--- config.mk ---
export PLATFORM = sky130hd
export DESIGN_NAME = inst_fetch
export DESIGN_NICKNAME = d
export VERILOG_FILES = /design/src/rtl/inst_fetch.sv
export SDC_FILE = /design/constraint.sdc
export NUM_CORES = 1
export LEC_CHECK = 0
export CAP_MARGIN = 0
export CORE_MARGIN = 2
export CORE_UTILIZATION = 51
export CTS_BUF_LIST = sky130_fd_sc_hd__clkbuf_8
export CTS_CLUSTER_DIAMETER = 100
export DETAILED_ROUTE_END_ITERATION = 12
export GPL_TIMING_DRIVEN = 0
export PLACE_DENSITY = 0.75
export SLEW_MARGIN = 20
export SYNTH_ARGS = -nofsm -noshare
export SYNTH_HDL_FRONTEND = slang
export SYNTH_SLANG_ARGS = --single-unit
--- constraint.sdc ---
create_clock -name clk -period 6.3 [get_ports clk]
set_input_delay 0.63 -clock clk [delete_from_list [all_inputs] [get_ports clk]]
set_output_delay 0.63 -clock clk [all_outputs]
set_load 0.05 [all_outputs]
--- src/rtl/inst_fetch.sv ---
// Instruction fetch unit: drives the combinational ROM and buffers {pc, inst} in a prefetch FIFO.
// Optional performance counters are enabled by defining INST_FETCH_PERF_EN.
module inst_fetch #(
    parameter logic [63:0] RESET_PC = 64'h0000_0000_0000_0000,
    parameter int unsigned DEPTH    = 4,
    parameter int unsigned INST_W   = 32
) (
    input  logic              clk,
    input  logic              rst,
    output logic              rom_ce,
    output logic [63:0]       rom_addr,
    input  logic [INST_W-1:0] rom_inst,
    input  logic              redirect_valid,
    input  logic [63:0]       redirect_pc,
    output logic              out_valid,
    input  logic              out_ready,
    output logic [INST_W-1:0] out_inst,
    output logic [63:0]       out_pc
`ifdef INST_FETCH_PERF_EN
    ,
    output logic [63:0]       perf_fetch_cnt,
    output logic [31:0]       perf_flush_cnt
`endif
);

    localparam int unsigned PW = $clog2(DEPTH);
    localparam int unsigned CW = PW + 1;

    typedef enum logic {ST_IDLE, ST_RUN} state_t;

    state_t state_q, state_d;

    logic [63:0]       pc;
    logic [PW-1:0]     rd_ptr, wr_ptr;
    logic [CW-1:0]     count;
    logic [63:0]       pc_mem   [DEPTH];
    logic [INST_W-1:0] inst_mem [DEPTH];
    logic              pop, full;
    logic              unused_bits;

    assign unused_bits = ^redirect_pc[1:0];

    always_ff @(posedge clk) begin
        if (rst) state_q <= ST_IDLE;
        else     state_q <= state_d;
    end

    always_comb begin
        state_d = state_q;
        case (state_q)
            ST_IDLE: state_d = ST_RUN;
            ST_RUN:  state_d = ST_RUN;
            default: state_d = ST_IDLE;
        endcase
    end

    // Reset gates the outputs combinationally so a mid-run reset silences them immediately.
    always_comb begin
        full      = (count == CW'(DEPTH));
        out_valid = ~rst & (count != '0);
        pop       = out_valid & out_ready;
        rom_ce    = (state_q == ST_RUN) & ~rst & ~redirect_valid & (~full | pop);
        rom_addr  = pc;
        out_inst  = out_valid ? inst_mem[rd_ptr] : '0;
        out_pc    = out_valid ? pc_mem[rd_ptr]   : '0;
    end

    always_ff @(posedge clk) begin
        if (rom_ce) begin
            pc_mem[wr_ptr]   <= pc;
            inst_mem[wr_ptr] <= rom_inst;
        end
    end

    always_ff @(posedge clk) begin
        if (rst) begin
            pc     <= {RESET_PC[63:2], 2'b00};
            rd_ptr <= '0;
            wr_ptr <= '0;
            count  <= '0;
        end else if (redirect_valid) begin
            pc     <= {redirect_pc[63:2], 2'b00};
            rd_ptr <= '0;
            wr_ptr <= '0;
            count  <= '0;
        end else begin
            if (rom_ce) begin
                wr_ptr <= wr_ptr + PW'(1);
                pc     <= pc + 64'd4;
            end
            if (pop) rd_ptr <= rd_ptr + PW'(1);
            case ({rom_ce, pop})
                2'b10:   count <= count + CW'(1);
                2'b01:   count <= count - CW'(1);
                default: count <= count;
            endcase
        end
    end

`ifdef INST_FETCH_PERF_EN
    always_ff @(posedge clk) begin
        if (rst) begin
            perf_fetch_cnt <= '0;
            perf_flush_cnt <= '0;
        end else begin
            if (rom_ce)         perf_fetch_cnt <= perf_fetch_cnt + 64'd1;
            if (redirect_valid) perf_flush_cnt <= perf_flush_cnt + 32'd1;
        end
    end
`endif

endmodule

==> flow_summary.yaml, run 1 <==
synthesis:
  yosysTopAreaCell: "edfxtp_1"
  avgSynthCellArea_um2: 15.6
  synth_flop_cell: "edfxtp_1"
  yosys-top-cells-area: "edfxtp_1 60%, mux4_2 11%, dfxtp_1 7.7%, and2_1 3.9%, nand2_1 1.6%"
  yosys_warnings: 0
  synth_enable_flop_cells: 376
  async_reset_ff_share_pct: 0
  synth.distinct_cells: 68
  yosys.area.top_type_share_pct: 60.3
  synth_cells: 1203
  synth_seq_cells: 448
  ys_seq_area_share_pct: 68.0
  netlist_area_um2: 18700
cells_and_area:
  syn_to_final_growth_pct: 25.1
  drive_gt1_share_pct: 15.3
  final_nets: 1649
  design_area_um2: 23400
  final_cell_mix: "376 x edfxtp_1, 254 x clkdlybuf4s50_1, 113 x and2_1"
  instances_no_fill: 2071
  final_common_cell: "edfxtp_1"
  finish.utilization_pct: 64.3
global_routing:
  grt_usage_pct: 25.7
  grt_overflow: 0
  grt_pass1_wl_um: 73200
  grt_pass1_vias: 12200
  grt_max_degree: 45
  antenna_found_initial: 1
min_path:
  hp-start: "redirect_valid"
  hp-class: "primary input to register"
  hold_depth: 4
clock_network:
  ctsRootBufferMaster: "clkbuf_8"
  clockBufferDepth: 3
  cts_buffers: 73
  cts_hold_buf: 0
  htree_levels: 3
  ctsResizeCount: 0
  clock_latency_ns: 0.63
  clkSlewWorstSetupHoldPaths_ns: 0.07
  cts_tree: "built"
  clock-sinks: 448
  cts_setup_buffers: 0
timing:
  slew-limit-headroom_pct: 23.4
  min_period_over_period_pct: 75.8
  fmax_mhz: 209
  final.setup.tns_ns: 0
  worstMarginPinSlew_ns: 1.14
  setup_viol: 0
  worst_clock_skew_ns: 0.0258
  rsz0062_at_grt: "false"
  final_max_slew_viol_count: 0
  fin_crit_ns: 4.78
  finalHoldViolations: 0
place:
  gp_congestion: 0.943
  hpwl_um: 33200
  place.port_buffers: 254
  dpl.cell_count: 1936
  placed_cell_area_um2: 22100
power:
  ir_worst_vdd_mv: 0.178
  leakagePower_nw: 7.62
  powerDensity_nw_per_um2: 268
critical_path:
  r2r_setup_slack_ns: 2.34
  crit_type: "primary input to output pin"
  arrival_ns: 4.15
  worst-path-max-fanout: 10
  critPathRequiredTime_ns: 5.67
  start_kind: "primary input"
  startpoint: "rst"
  timing.reg2reg.worst_path_depth: 11
  r2r-start: "state_q"
  cp-endpoint: "rom_ce"
  r2r_end: "pc_mem[1][17]"
  endpoint_kind: "output pin"
detailed_routing:
  vias: 12300
  drt_iter0_drc: 1076
  drc: 0
  totalWireLength_um: 49000
  firstDrtPassIters: 5
  antenna_left: 0
  viasPerCell: 5.93
  wl_per_cell_um: 23.7
floorplan:
  rows: 70
  die_h_um: 196
  dieArea_um2: 38300
  fp.dieW_um: 196
  pin_count: 262
  design.core.area_um2: 36400
  start_util_pct: 51.4
status:
  status: "finished clean"
job:
  cap_violations: 0
-- power breakdown --
group	switching [mW]	internal (mW)
clock network	1.15	1.25
logic	0.320	0.202
registers	0.0846	3.27
-- cells in the mapped netlist, types with 2 or more instances --
cell type    n
mux2i_1     11
a31o_2       3
nand2_1     78
or3_1       15
a31oi_1     27
inv_1       14
a2bb2oi_1    3
xor2_1       3
ha_1         5
or4_1        8
nor4_1      16
nor4b_1      2
nor2b_1      3
a32oi_1      3
dfxtp_1     72
xnor2_1      6
mux2_2       9
buf_1        7
buf_2        8
nor3_1      11
nand3_1     51
clkbuf_1    50
nand4_1     38
a22oi_1      3
nor3_2       2
buf_4        5
and2_1     117
and4_1       6
and3_1      18
edfxtp_1   376
mux4_2      94
or2_2        4
o211ai_1    11
o21ai_0     15
a21oi_1     26
or4_4        2
nor4_2       2
o31ai_1      4
o22ai_1      7
nor3b_1      3
a311oi_1     2
nor2_1      34
a311o_1      2
o311ai_0     3
-- cells by family (layout without fill, tap and decap cells) --
family	Yosys count	in the layout	synth area share [%]
AOI/OAI and AO/OA	121	121	4.30
xor gates and xnor gates	9	9	0.421
other	1	5	0.0200
DFF	448	448	68.0
adders and majority gates	6	6	0.441
muxes	114	114	12.4
buffers and inverters	87	483	1.94
and+or+nand+nor	417	417	12.5
-- state kept, by name, indices dropped and copies added (netlist names), named ones only --
| name | count |
|---|---|
| count | 3 |
| inst_mem | 128 |
| pc_mem | 248 |
| rd_ptr | 2 |
| rom_addr | 62 |
| state_q | 1 |
| wr_ptr | 2 |
-- per-layer routing --
metal | vias up | track usage (%) | wire [um]
met5 | - | 0 | 0
met4 | 0 | 8.89 | 1250
met3 | 85 | 6.91 | 4730
met2 | 601 | 40.7 | 23400
met1 | 6135 | 34.9 | 19700
li1 | 5453 | - | -
-- worst min path at each step --
stage               slack, ns           end
floorplan                0.48      register
global placement         0.51     rd_ptr[1]
detailed placement       0.51      register
CTS                      0.48  rom_addr[49]
global route             0.50  rom_addr[49]
finish                   0.52   rom_addr[5]
-- layout make-up --
| class | instances | area, um2 |
|---|---|---|
| diodes | 1 | 2.50 |
| plain buffers | 71 | 304 |
| clock buffers | 75 | 1030 |
| clock inverters | 59 | 349 |
| fillers | 2665 | 13000 |
| inverters | 16 | 60.1 |
| multi-input cells | 671 | 5670 |
| flip-flops and latches | 448 | 12700 |
| well taps | 468 | 586 |
| repair buffers | 262 | 2710 |
-- critical path, cell delays in order --
cell and delay (ns):
clkdlybuf4s50_1 0.53, or3b_1 0.38, buf_2 0.20, or2_1 0.28, buf_2 0.23, inv_2 0.13, buf_4 0.20, buf_2 0.29
buf_2 0.35, clkdlybuf4s50_1 0.89
-- metrics by stage --
stage | power (mW) | hold slack, ns | worst slack [ns]
2_1_floorplan | 3.68 | 0.485 | 1.21
3_3_place_gp | 3.92 | 0.511 | -1.27
3_5_place_dp | 3.93 | 0.513 | 1.50
4_1_cts | 6.32 | 0.481 | 1.48
5_1_grt | 6.48 | 0.497 | 1.45
6_report | 6.27 | 0.517 | 1.52
Power figures use the tool's default switching activity.
==> run 2: changes to the inputs <==
- PLACE_DENSITY: 0.75 -> 0.78
- clock period: 6.3 -> 4.2 ns (I/O delays scaled with it)
==> flow_summary.yaml, run 2 (same netlist as run 1, synthesis figures left out) <==
critical_path:
  worst-path-max-fanout: 10
  start_kind: "register"
  endpoint_kind: "output pin"
  cpPeakStageDelay_ns: 0.60
  crit_type: "register to output pin"
  critPathRequiredTime_ns: 3.78
  critPathTopFamily: "buffers and inverters"
  r2r-start: "state_q"
  arrival_ns: 3.63
  crit_buf_inv: 7
  r2r_end: "pc_mem[1][49]"
  r2r_setup_slack_ns: 0.56
  path_cells: "or3b_1 -> buf_2 -> or2_1 -> buf_2 -> inv_2 -> buf_4 -> buf_2 -> buf_2 -> dlygate4sd2_1"
  timing.reg2reg.worst_path_depth: 10
  crit_slowest_cell: "dlygate4sd2_1"
  path_common_cell: "buf_2"
timing:
  final.setup.tns_ns: 0
  fmax_mhz: 247
  rsz0062_at_grt: "false"
  fin_crit_ns: 4.05
  min_period_over_period_pct: 96.5
  setup_viol: 0
  worst_clock_skew_ns: 0.0305
  worstMarginPinSlew_ns: 1.08
  final_max_slew_viol_count: 0
  slew-limit-headroom_pct: 26.8
  finalHoldViolations: 0
  fin_ws_ns: 0.148
place:
  gp_congestion: 0.937
  place.port_buffers: 254
  placed_cell_area_um2: 22100
  hpwl_um: 33300
  pre_cts_ws_ns: -0.0450
power:
  leakagePower_nw: 7.66
  powerDensity_nw_per_um2: 402
  ir_worst_vdd_mv: 0.282
floorplan:
  start_util_pct: 51.4
  dieArea_um2: 38300
  design.core.area_um2: 36400
  pin_count: 262
  rows: 70
  fp.dieW_um: 196
  die_h_um: 196
cells_and_area:
  final_cell_mix: "376 x edfxtp_1, 253 x clkdlybuf4s50_1, 113 x and2_1"
  top_register: "pc_mem"
  final_nets: 1650
  design_area_um2: 23500
  drive_gt1_share_pct: 15.8
  final_common_cell: "edfxtp_1"
  largest_reg_flops: 248
  syn_to_final_growth_pct: 25.6
  n_fill_cell: 2644
clock_network:
  htree_levels: 3
  cts_setup_buffers: 0
  cts_buffers: 75
  clockBufferDepth: 3
  clock-sinks: 448
  cts_hold_buf: 0
  clkSlewWorstSetupHoldPaths_ns: 0.06
  clock_latency_ns: 0.62
  cts_tree: "built"
  ctsRootBufferMaster: "clkbuf_8"
min_path:
  hp-class: "primary input to register"
  hold_depth: 4
  hold_end: "rom_addr[5]"
  hp-start: "redirect_valid"
global_routing:
  grt_pass1_wl_um: 74000
  grt_max_degree: 47
  grt_usage_pct: 25.8
  antenna_found_initial: 3
  grt_pass1_vias: 12400
  grt_overflow: 0
detailed_routing:
  wl_per_cell_um: 23.7
  viasPerCell: 5.98
  drc: 0
  totalWireLength_um: 49000
  vias: 12400
  antenna_left: 0
  firstDrtPassIters: 7
  drt_iter0_drc: 1271
job:
  cap_violations: 0
status:
  status: "finished clean"
run 2: routing by layer:
| metal | global-route usage, % | share of wire (%) | routed length (um) |
|---|---|---|---|
| met1 | 34.9 | 40 | 19500 |
| met2 | 40.6 | 47 | 23200 |
| met3 | 6.46 | 9.7 | 4740 |
| met4 | 10.4 | 3.3 | 1600 |
| met5 | 0 | 0 | 0 |
run 2: final cells by class:
type	count	area, um2	share of cell area, %
Tap cell	468	586	2.49
Multi-Input combinational cell	671	5670	24.1
Buffer	70	348	1.48
Clock buffer	79	1090	4.62
Sequential cell	448	12700	54.1
Timing Repair Buffer	262	2720	11.6
Antenna cell	3	7.51	0.0319
Clock inverter	52	310	1.32
Inverter	16	60.1	0.255
run 2: through the flow:
stage	util [%]	hold WS (ns)	std cells	total power [mW]
2_1_floorplan	-	0.485	1206	5.52
3_3_place_gp	60.0	0.511	1928	5.88
3_5_place_dp	60.6	0.526	1936	5.90
4_1_cts	64.5	0.302	2066	9.51
5_1_grt	64.6	0.338	2069	9.73
6_report	64.6	0.332	2069	9.46
run 2: worst min-delay path: stages:
cell,delay [ns]
buf_6,0.12
nor2_1,0.10
o21ai_0,0.18
a21oi_1,0.08
run 2: report_power, final:
| group | internal, mW | total, mW | switching (mW) | leakage (nW) |
|---|---|---|---|---|
| sequential | 4.90 | 5.03 | 0.126 | 4.03 |
| clock | 1.93 | 3.64 | 1.71 | 0.800 |
| combinational | 0.305 | 0.788 | 0.483 | 2.82 |
| total | 7.14 | 9.46 | 2.32 | 7.66 |
run 2: how the worst max path moves through the flow:
| stage | startpoint | end | slack (ns) | cells after the start |
|---|---|---|---|---|
| global route | state_q | rom_ce | 0.03 | 9 |
| finish | state_q | rom_ce | 0.15 | 9 |
| global placement | rst | pc_mem[1][18] | -1.29 | 10 |
| detailed placement | rst | rom_ce | -0.05 | 10 |
| CTS | register | out_pc[43] | 0.03 | 6 |
| floorplan | redirect_valid | inst_mem[1][0] | 0.34 | 10 |
run 2: what timing repair did:
item	CTS	global route
endpoints found under the hold margin	0	0
pin swaps	0	0
gates resized for setup	16	2
setup endpoints to repair	61	1
